<file path="src/rtl/i2s_pkg.sv">
// i2s_pkg: I2S frame geometry constants and the sequencer state type shared by the DAC sequencer files
package i2s_pkg;
  localparam int I2S_SLOT_BITS = 16;
  localparam int I2S_FRAME_BITS = 32;
  localparam int I2S_SAMPLE_W = 16;
  typedef enum logic [1:0] {IDLE, LOAD, SHIFT} state_t;
endpackage

</file>
<file path="src/rtl/i2s_clk_gen.sv">
// i2s_clk_gen: free-running mclk divider plus run-gated sclk divider (sysclk/reset/run in; mclk, sclk, one-cycle sclk_fall strobe out)
module i2s_clk_gen #(
  parameter int SCLK_HALF = 7,
  parameter int MCLK_HALF = 1
) (
  input  logic sysclk,
  input  logic reset,
  input  logic run,
  output logic mclk,
  output logic sclk,
  output logic sclk_fall
);
  logic [3:0] mcnt;
  logic [7:0] scnt;
  logic mwrap, swrap;
  always_comb begin
    mwrap = mcnt == 4'(MCLK_HALF - 1);
    swrap = scnt == 8'(SCLK_HALF - 1);
    sclk_fall = run && sclk && swrap;
  end
  always_ff @(posedge sysclk or posedge reset) begin
    if (reset) begin
      mcnt <= '0;
      mclk <= 1'b0;
      scnt <= '0;
      sclk <= 1'b0;
    end else begin
      mcnt <= mwrap ? '0 : mcnt + 4'd1;
      mclk <= mclk ^ mwrap;
      scnt <= run && !swrap ? scnt + 8'd1 : '0;
      sclk <= run && (sclk ^ swrap);
    end
  end
endmodule

</file>
<file path="src/rtl/i2s_dac_sequencer.sv">
// i2s_dac_sequencer: I2S DAC sequencer (sysclk/reset, enable, sample_l/sample_r/sample_valid in; sample_ready/underrun handshake, mclk/sclk/lrclk/sdin pins, busy out)
module i2s_dac_sequencer
  import i2s_pkg::*;
#(
  parameter int SCLK_HALF = 7,
  parameter int MCLK_HALF = 1
) (
  input  logic                    sysclk,
  input  logic                    reset,
  input  logic                    enable,
  input  logic [I2S_SAMPLE_W-1:0] sample_l,
  input  logic [I2S_SAMPLE_W-1:0] sample_r,
  input  logic                    sample_valid,
  output logic                    sample_ready,
  output logic                    underrun,
  output logic                    mclk,
  output logic                    sclk,
  output logic                    lrclk,
  output logic                    sdin,
  output logic                    busy
);
  state_t state, state_n;
  logic [4:0] k;
  logic [I2S_FRAME_BITS-1:0] shreg;
  logic [I2S_SAMPLE_W-1:0] hold_l, hold_r;
  logic fall, wrap, last;
  i2s_clk_gen #(
    .SCLK_HALF(SCLK_HALF),
    .MCLK_HALF(MCLK_HALF)
  ) u_clk (
    .sysclk(sysclk),
    .reset(reset),
    .run(busy),
    .mclk(mclk),
    .sclk(sclk),
    .sclk_fall(fall)
  );
  // last marks the extra slot after a stop that carries the final R[0] before going idle
  always_comb begin
    busy = state != IDLE;
    wrap = fall && k == 5'(I2S_FRAME_BITS - 1);
    sample_ready = state == LOAD || (state == SHIFT && wrap && enable && !last);
    underrun = sample_ready && !sample_valid;
    lrclk = k >= 5'(I2S_SLOT_BITS);
    state_n = state == IDLE ? (enable ? LOAD : IDLE) :
              state == LOAD ? SHIFT :
              fall && last ? IDLE : SHIFT;
  end
  always_ff @(posedge sysclk or posedge reset) begin
    if (reset) state <= IDLE;
    else state <= state_n;
  end
  // the shifter's top bit is always the next sdin value, so a boundary reload still emits the old R[0]
  always_ff @(posedge sysclk or posedge reset) begin
    if (reset) begin
      k <= '0;
      shreg <= '0;
      hold_l <= '0;
      hold_r <= '0;
      sdin <= 1'b0;
      last <= 1'b0;
    end else begin
      if (sample_ready && sample_valid) begin
        hold_l <= sample_l;
        hold_r <= sample_r;
      end
      if (sample_ready)
        shreg <= sample_valid ? {sample_l, sample_r} : {hold_l, hold_r};
      else if (fall)
        shreg <= shreg << 1;
      if (fall) begin
        k <= last ? '0 : k + 5'd1;
        sdin <= !last && shreg[I2S_FRAME_BITS-1];
        last <= !last && wrap && !enable;
      end
    end
  end
endmodule
</file>
<file path="config.mk">
export PLATFORM = sky130hd
export DESIGN_NAME = i2s_dac_sequencer
export DESIGN_NICKNAME = d
export VERILOG_FILES = /design/src/rtl/i2s_pkg.sv /design/src/rtl/i2s_clk_gen.sv /design/src/rtl/i2s_dac_sequencer.sv
export SDC_FILE = /design/constraint.sdc
export NUM_CORES = 1
export LEC_CHECK = 0
export CAP_MARGIN = 20
export CORE_ASPECT_RATIO = 0.8
export CORE_MARGIN = 5
export CORE_UTILIZATION = 40
export CTS_CLUSTER_DIAMETER = 200
export DETAILED_ROUTE_END_ITERATION = 6
export PLACE_DENSITY = 0.66
export SYNTH_ARGS = -nofsm -noshare
export SYNTH_HDL_FRONTEND = slang
export SYNTH_HIERARCHICAL = 1
export SYNTH_SLANG_ARGS = --single-unit
</file>
<file path="constraint.sdc">
create_clock -name sysclk -period 2.3 [get_ports sysclk]
set_input_delay 0.23 -clock sysclk [delete_from_list [all_inputs] [get_ports sysclk]]
set_output_delay 0.23 -clock sysclk [all_outputs]
set_load 0.01 [all_outputs]
</file>
==> results.json, run 1 <==
{
  "fin_cells": 624,
  "grt_pass1_vias": 3698,
  "initial_utilization_pct": 40.5,
  "switching_power_w": 0.00124,
  "hp-class": "in -> async",
  "cp-end-kind": "output pin",
  "clk_latency_ns": 0.34,
  "p_per_area_nw_per_um2": 868,
  "fmax_mhz": 454,
  "core_sq_um": 10800,
  "synth_top_area_share_pct": 50.0,
  "die-area_sq_um": 13100,
  "synthArstFlopShare_pct": 100,
  "dr.pass1.iters": 5,
  "routabilityCongestion": 0.818,
  "yosysSeqAreaShare_pct": 50.0,
  "routed_via_density": 5.68,
  "rr_startpoint": "u_clk/scnt[5]",
  "reg2regPathDepth": 7,
  "layout_commonest_cell": "dfrtp_1",
  "postCtsHoldBufs": 0,
  "die_x_um": 127,
  "ys_ff_latch": 87,
  "ioPinCount": 43,
  "grt_pass1_wl_um": 17900,
  "reg2reg_slack_ns": 0.1,
  "cts_buffers": 9,
  "p_int_w": 0.00341,
  "maxCapViolCount": 0,
  "max_slew.worst_pin.slew_ns": 0.614,
  "clk_path_buf_depth": 2,
  "wl_um": 10500,
  "htree_levels": 3,
  "holdWs_ns": 0.300,
  "syn_nets": 475,
  "die_h_um": 103,
  "hold_violations": 0,
  "ys.flop_type": "dfrtp_1",
  "finClkSkew_ns": 0.00835,
  "synth_edf_count": 0,
  "placedCellCount": 602,
  "clkTransAtPathRegs_ns": 0.06,
  "io_buffers": 42,
  "swShare_pct": 26.7,
  "area_growth_pct": 22.8,
  "dr.first_iter.drc_count": 248,
  "pwr-share-comb_pct": 22.3,
  "grtUsageTotal_pct": 16.9,
  "synth_warnings": 6,
  "synth.area.top_cells": "dfrtp_1 (50%), o211ai_1 (11%), a221o_1 (7.1%)",
  "cts.sinks": 87,
  "num_vias": 3547,
  "required_ns": 2.07,
  "antenna_found_initial": 1,
  "p_leak_nw": 2.31,
  "grt_max_degree": 74,
  "drc_errors": 0,
  "peakVddDrop_uv": 422,
  "drive_above_1_share_pct": 12.1,
  "netlist_area_sq_um": 4360,
  "syn_inst": 432,
  "post_drt_wl_per_cell_um": 16.8,
  "regToRegEndpoint": "shreg[21]",
  "path_max_fanout": 3,
  "finalSetupTns_ns": 0,
  "setup_viol": 0,
  "layout_min_cycle_time_ns": 2.20,
  "nets": 518,
  "worstPathArrival_ns": 1.97,
  "rows": 34,
  "ant_nets": 0,
  "finalMaxSlewViolations": 0,
  "final_cell_mix": "dfrtp_1 (87), nand2_1 (70), o211ai_1 (64)",
  "synth.distinct_cells": 41,
  "startpoint_type": "register",
  "worstSetupPathType": "reg -> out",
  "hpwl_um": 6440,
  "grt_overflow": 0,
  "relSlewSlack_pct": 59.1,
  "synth_area_per_cell_sq_um": 10.1,
  "min_period_over_period_pct": 95.9,
  "cts_root_buf": "clkbuf_16",
  "fin_area_sq_um": 5350,
  "power_frac_seq_pct": 44.2,
  "power.share.clock_pct": 33.5,
  "yosys.area.top_type": "dfrtp_1",
  "post_dp_cell_area_sq_um": 4950,
  "outcome": "complete, no violations",
  "cts_tree": "built"
}
per-stage QoR:
stage | util, % | worst slack [ns] | power [W]
finish | 49.7 | 0.0954 | 0.00465
global route | 49.7 | -0.00322 | 0.00489
CTS | 49.2 | 0.0151 | 0.00466
detailed placement | 46.0 | 0.0267 | 0.00307
global placement | 46.0 | 0.0523 | 0.00302
floorplan | - | 0.217 | 0.00272
power groups by stage:
stage | clock [W] | sequential (W) | combinational [W]
after floorplan | 0 | 0.00203 | 0.000692
after global placement | 0 | 0.00206 | 0.000962
after detailed placement | 0 | 0.00206 | 0.00101
after CTS | 0.00159 | 0.00205 | 0.00102
after global routing | 0.00165 | 0.00209 | 0.00115
final | 0.00156 | 0.00205 | 0.00104
worst max path at each step:
stage / startpoint / slack (ns) / depth (start not counted) / to
2_1_floorplan: reset / 0.22 / 1 / hold_l[0]
3_3_place_gp: k[0] / 0.05 / 7 / sample_ready
3_5_place_dp: u_clk/scnt[4] / 0.03 / 6 / sample_ready
4_1_cts: k[0] / 0.02 / 8 / underrun
5_1_grt: u_clk/scnt[5] / -0.003 / 7 / underrun
6_report: k[1] / 0.1 / 8 / underrun
cells by family after synthesis:
group / count (synthesis) / synth area share, %
buffers and inverters: 48 / 4.97
adders and majority gates: 7 / 2.01
AOI/OAI and AO/OA: 119 / 21.9
and+or+nand+nor: 164 / 19.7
xor gates and xnor gates: 5 / 1.01
DFF: 87 / 50.0
muxes: 2 / 0.488
cells in the mapped netlist, types with 2 or more instances:
| cell | count |
|---|---|
| a221o_1 | 31 |
| a31oi_1 | 3 |
| ha_1 | 7 |
| xnor2_1 | 2 |
| nor2_1 | 8 |
| xor2_1 | 3 |
| nand4_1 | 2 |
| nand2_1 | 70 |
| or3_1 | 4 |
| nand2b_1 | 34 |
| o211ai_1 | 64 |
| buf_2 | 11 |
| a21oi_1 | 5 |
| dfrtp_1 | 87 |
| buf_6 | 3 |
| o21ai_0 | 8 |
| inv_1 | 10 |
| inv_2 | 2 |
| clkbuf_1 | 22 |
| nand3_1 | 4 |
| and3_1 | 32 |
flip-flops by register name (all words and copies together), names as in the netlist:
name        count
hold_l         16
hold_r         16
k               5
last            1
sdin            1
shreg          32
state           2
u_clk/mclk      1
u_clk/mcnt      4
u_clk/sclk      1
u_clk/scnt      8
area by class of cell:
class	instances	area, sq um
sequential	87	2180
multi-input combinational	297	2000
antenna	1	2.50
fill	971	5410
clock inverter	3	67.6
inverter	12	47.5
tap	144	180
timing repair buffer	68	627
clock buffer	12	246
per-layer routing:
metal / routed length [um] / global-route usage (%) / share of wire, % / vias to the layer above
li1: - / - / - / 1671
met1: 5020 / 23.9 / 48 / 1777
met2: 4810 / 25.7 / 46 / 87
met3: 519 / 4.00 / 5.0 / 12
met4: 106 / 5.69 / 1.0 / 0
met5: 0 / 0 / 0 / -
critical path: stages, from the launching register on:
cell and delay, ns:
dfrtp_1 0.38, ha_2 0.20, and3_4 0.18, ha_4 0.16, and4b_2 0.23, a21oi_4 0.20, buf_6 0.12, nor2_2 0.02
buf_2 0.15
what timing repair did:
item                                    4_1_cts  5_1_grt
setup buffers                                 4        2
gates cloned                                  0        0
pin swaps                                     2        4
endpoints found under the setup margin        2        2
gates resized for setup                      13        7
No activity file was read; power rests on OpenSTA's default activity.
==> run 2, diff against run 1 <==
ABC_CLOCK_PERIOD_IN_PS = 2300   (was default)
CORE_UTILIZATION = 34   (was 40)
PLACE_DENSITY = 0.59   (was 0.66)
==> run 2 against run 1 <==
Net effect:
- total power down 3.0%
- wire length up 1.3%
- largest cell class unchanged
- clock skew down 0.0024 ns
- non-clock buffer count up 4
- sequential power about the same
- global-route usage down 2.5 points
- worst hold slack worse by 0.0044 ns
- clock power down 8%
==> results.json, run 2 (synthesis gave the netlist of run 1 again) <==
{
  "p_per_area_nw_per_um2": 837,
  "largest_reg_flops": 32,
  "routed_via_density": 5.28,
  "path_cells": "ha_2 > and3_4 > ha_4 > and4b_2 > a21oi_4 > buf_6 > inv_2 > buf_6",
  "core_sq_um": 12700,
  "slowest_stage": "dfrtp_1",
  "grt_pass1_wl_um": 17600,
  "startpoint_type": "register",
  "reg2reg_slack_ns": 0.11,
  "switching_power_w": 0.00124,
  "clk_latency_ns": 0.34,
  "cp_common_cell": "buf_6",
  "grt_pass1_vias": 3510,
  "layout_commonest_cell": "dfrtp_1",
  "die_x_um": 137,
  "area_growth_pct": 23.6,
  "worstSetupPathType": "reg -> out",
  "grt_overflow": 0,
  "fmax_mhz": 451,
  "die-area_sq_um": 15200,
  "cts_root_buf": "clkbuf_16",
  "hold_violations": 0,
  "cts_buffers": 9,
  "finalSetupTns_ns": 0,
  "use_met2_pct": 21.1,
  "setup_viol": 0,
  "power.share.clock_pct": 32.0,
  "pwr-share-comb_pct": 22.5,
  "regMostFlops": "shreg",
  "swShare_pct": 27.6,
  "p_leak_nw": 2.32,
  "timing.final.ws_setup_ns": 0.0834,
  "use_met1_pct": 20.8,
  "fin_cells": 659,
  "cpPeakStageDelay_ns": 0.38,
  "ant_nets": 0,
  "required_ns": 2.07,
  "post_drt_wl_per_cell_um": 16.1,
  "io_buffers": 42,
  "clk_path_buf_depth": 2,
  "clkTransAtPathRegs_ns": 0.06,
  "antenna_found_initial": 0,
  "peakVddDrop_uv": 336,
  "rsz0062_at_grt": "false",
  "final_cell_mix": "dfrtp_1 (87), nand2_1 (70), o211ai_1 (64)",
  "num_vias": 3480,
  "path_max_fanout": 3,
  "hpwl_um": 6670,
  "holdWs_ns": 0.295,
  "power_frac_seq_pct": 45.6,
  "post_dp_cell_area_sq_um": 5000,
  "drc_errors": 0,
  "finalMaxSlewViolations": 0,
  "layout_min_cycle_time_ns": 2.22,
  "htree_levels": 3,
  "cts.sinks": 87,
  "grt_max_degree": 74,
  "routabilityCongestion": 0.767,
  "cts_tree": "built",
  "ioPinCount": 43,
  "reg_top3": "shreg (32), hold_l (16), hold_r (16)",
  "hp-class": "in -> async",
  "antenna_cells": 0,
  "finClkSkew_ns": 0.00594,
  "filler_cell_count": 1225,
  "rows": 37,
  "dr.first_iter.drc_count": 272,
  "drive_above_1_share_pct": 13.0,
  "outcome": "complete, no violations",
  "min_period_over_period_pct": 96.4,
  "fin_area_sq_um": 5390,
  "dp_slack_ns": 0.00480,
  "wl_um": 10600,
  "dr.pass1.iters": 5,
  "met3_usage_pct": 3.86,
  "nets": 522,
  "p_int_w": 0.00327,
  "maxCapViolCount": 0,
  "relSlewSlack_pct": 64.8,
  "grtUsageTotal_pct": 14.3,
  "die_h_um": 111,
  "max_slew.worst_pin.slew_ns": 0.528,
  "cp-end-kind": "output pin",
  "placedCellCount": 635,
  "initial_utilization_pct": 34.2,
  "worstPathArrival_ns": 1.99,
  "busiest_layer": "met2"
}
==> run 2: cell types whose count changed in the layout (fill, tap and decap cells not counted), sizes merged <==
cell	before	now
diode	1	0
clkinv	0	4
clkbuf	12	10
bufinv	2	1
buf	29	33
==> run 2: power by group through the flow <==
stage | clock [W] | sequential, W | combinational, W
4_1_cts | 0.00148 | 0.00205 | 0.00101
5_1_grt | 0.00153 | 0.00209 | 0.00113
3_3_place_gp | 0 | 0.00207 | 0.000952
2_1_floorplan | 0 | 0.00203 | 0.000692
6_report | 0.00144 | 0.00205 | 0.00101
3_5_place_dp | 0 | 0.00207 | 0.000986
==> run 2: final timing paths <==
kind | startpoint | endpoint | depth (start not counted)
hold / removal | reset | u_clk/mclk | 2
max in group asynchronous | reset | k[4] | 3
hold reg to reg | u_clk/mclk | u_clk/mclk | 1
min in group sysclk | sample_valid | hold_l[13] | 3
setup / recovery | k[1] | sample_ready | 8
setup reg to reg | k[1] | shreg[4] | 9
==> run 2: repair_timing <==
item	in CTS	in global routing
gates resized for setup	13	5
endpoints found under the setup margin	2	2
hold buffers	0	0
setup buffers	6	2
pin swaps	2	2
==> run 2: layout make-up <==
type | count | area [sq um] | share of cell area, %
Clock buffer | 10 | 229 | 4.25
Clock inverter | 6 | 61.3 | 1.14
Inverter | 12 | 45.0 | 0.836
Multi-Input combinational cell | 297 | 2000 | 37.1
Sequential cell | 87 | 2180 | 40.4
Tap cell | 175 | 219 | 4.06
Timing Repair Buffer | 72 | 657 | 12.2
==> run 2: worst max-delay path, delay by kind of cell (launching register included) <==
family,cells,cell delay [ns]
buf+inv,3,0.30
fa+ha+maj,2,0.36
flops,1,0.38
simple gates,2,0.42
compound gates,1,0.19
==> run 2: routing by layer <==
metal  share of wire [%]  routed length [um]
met1                  49                5180
met2                  46                4870
met3                 4.5                 476
met4                0.61                  65
met5                   0                   0
==> run 2: metrics by stage <==
stage	total power [W]	util, %
floorplan	0.00272	-
global placement	0.00302	39.3
detailed placement	0.00305	39.3
CTS	0.00454	42.0
global route	0.00476	42.3
finish	0.00451	42.3
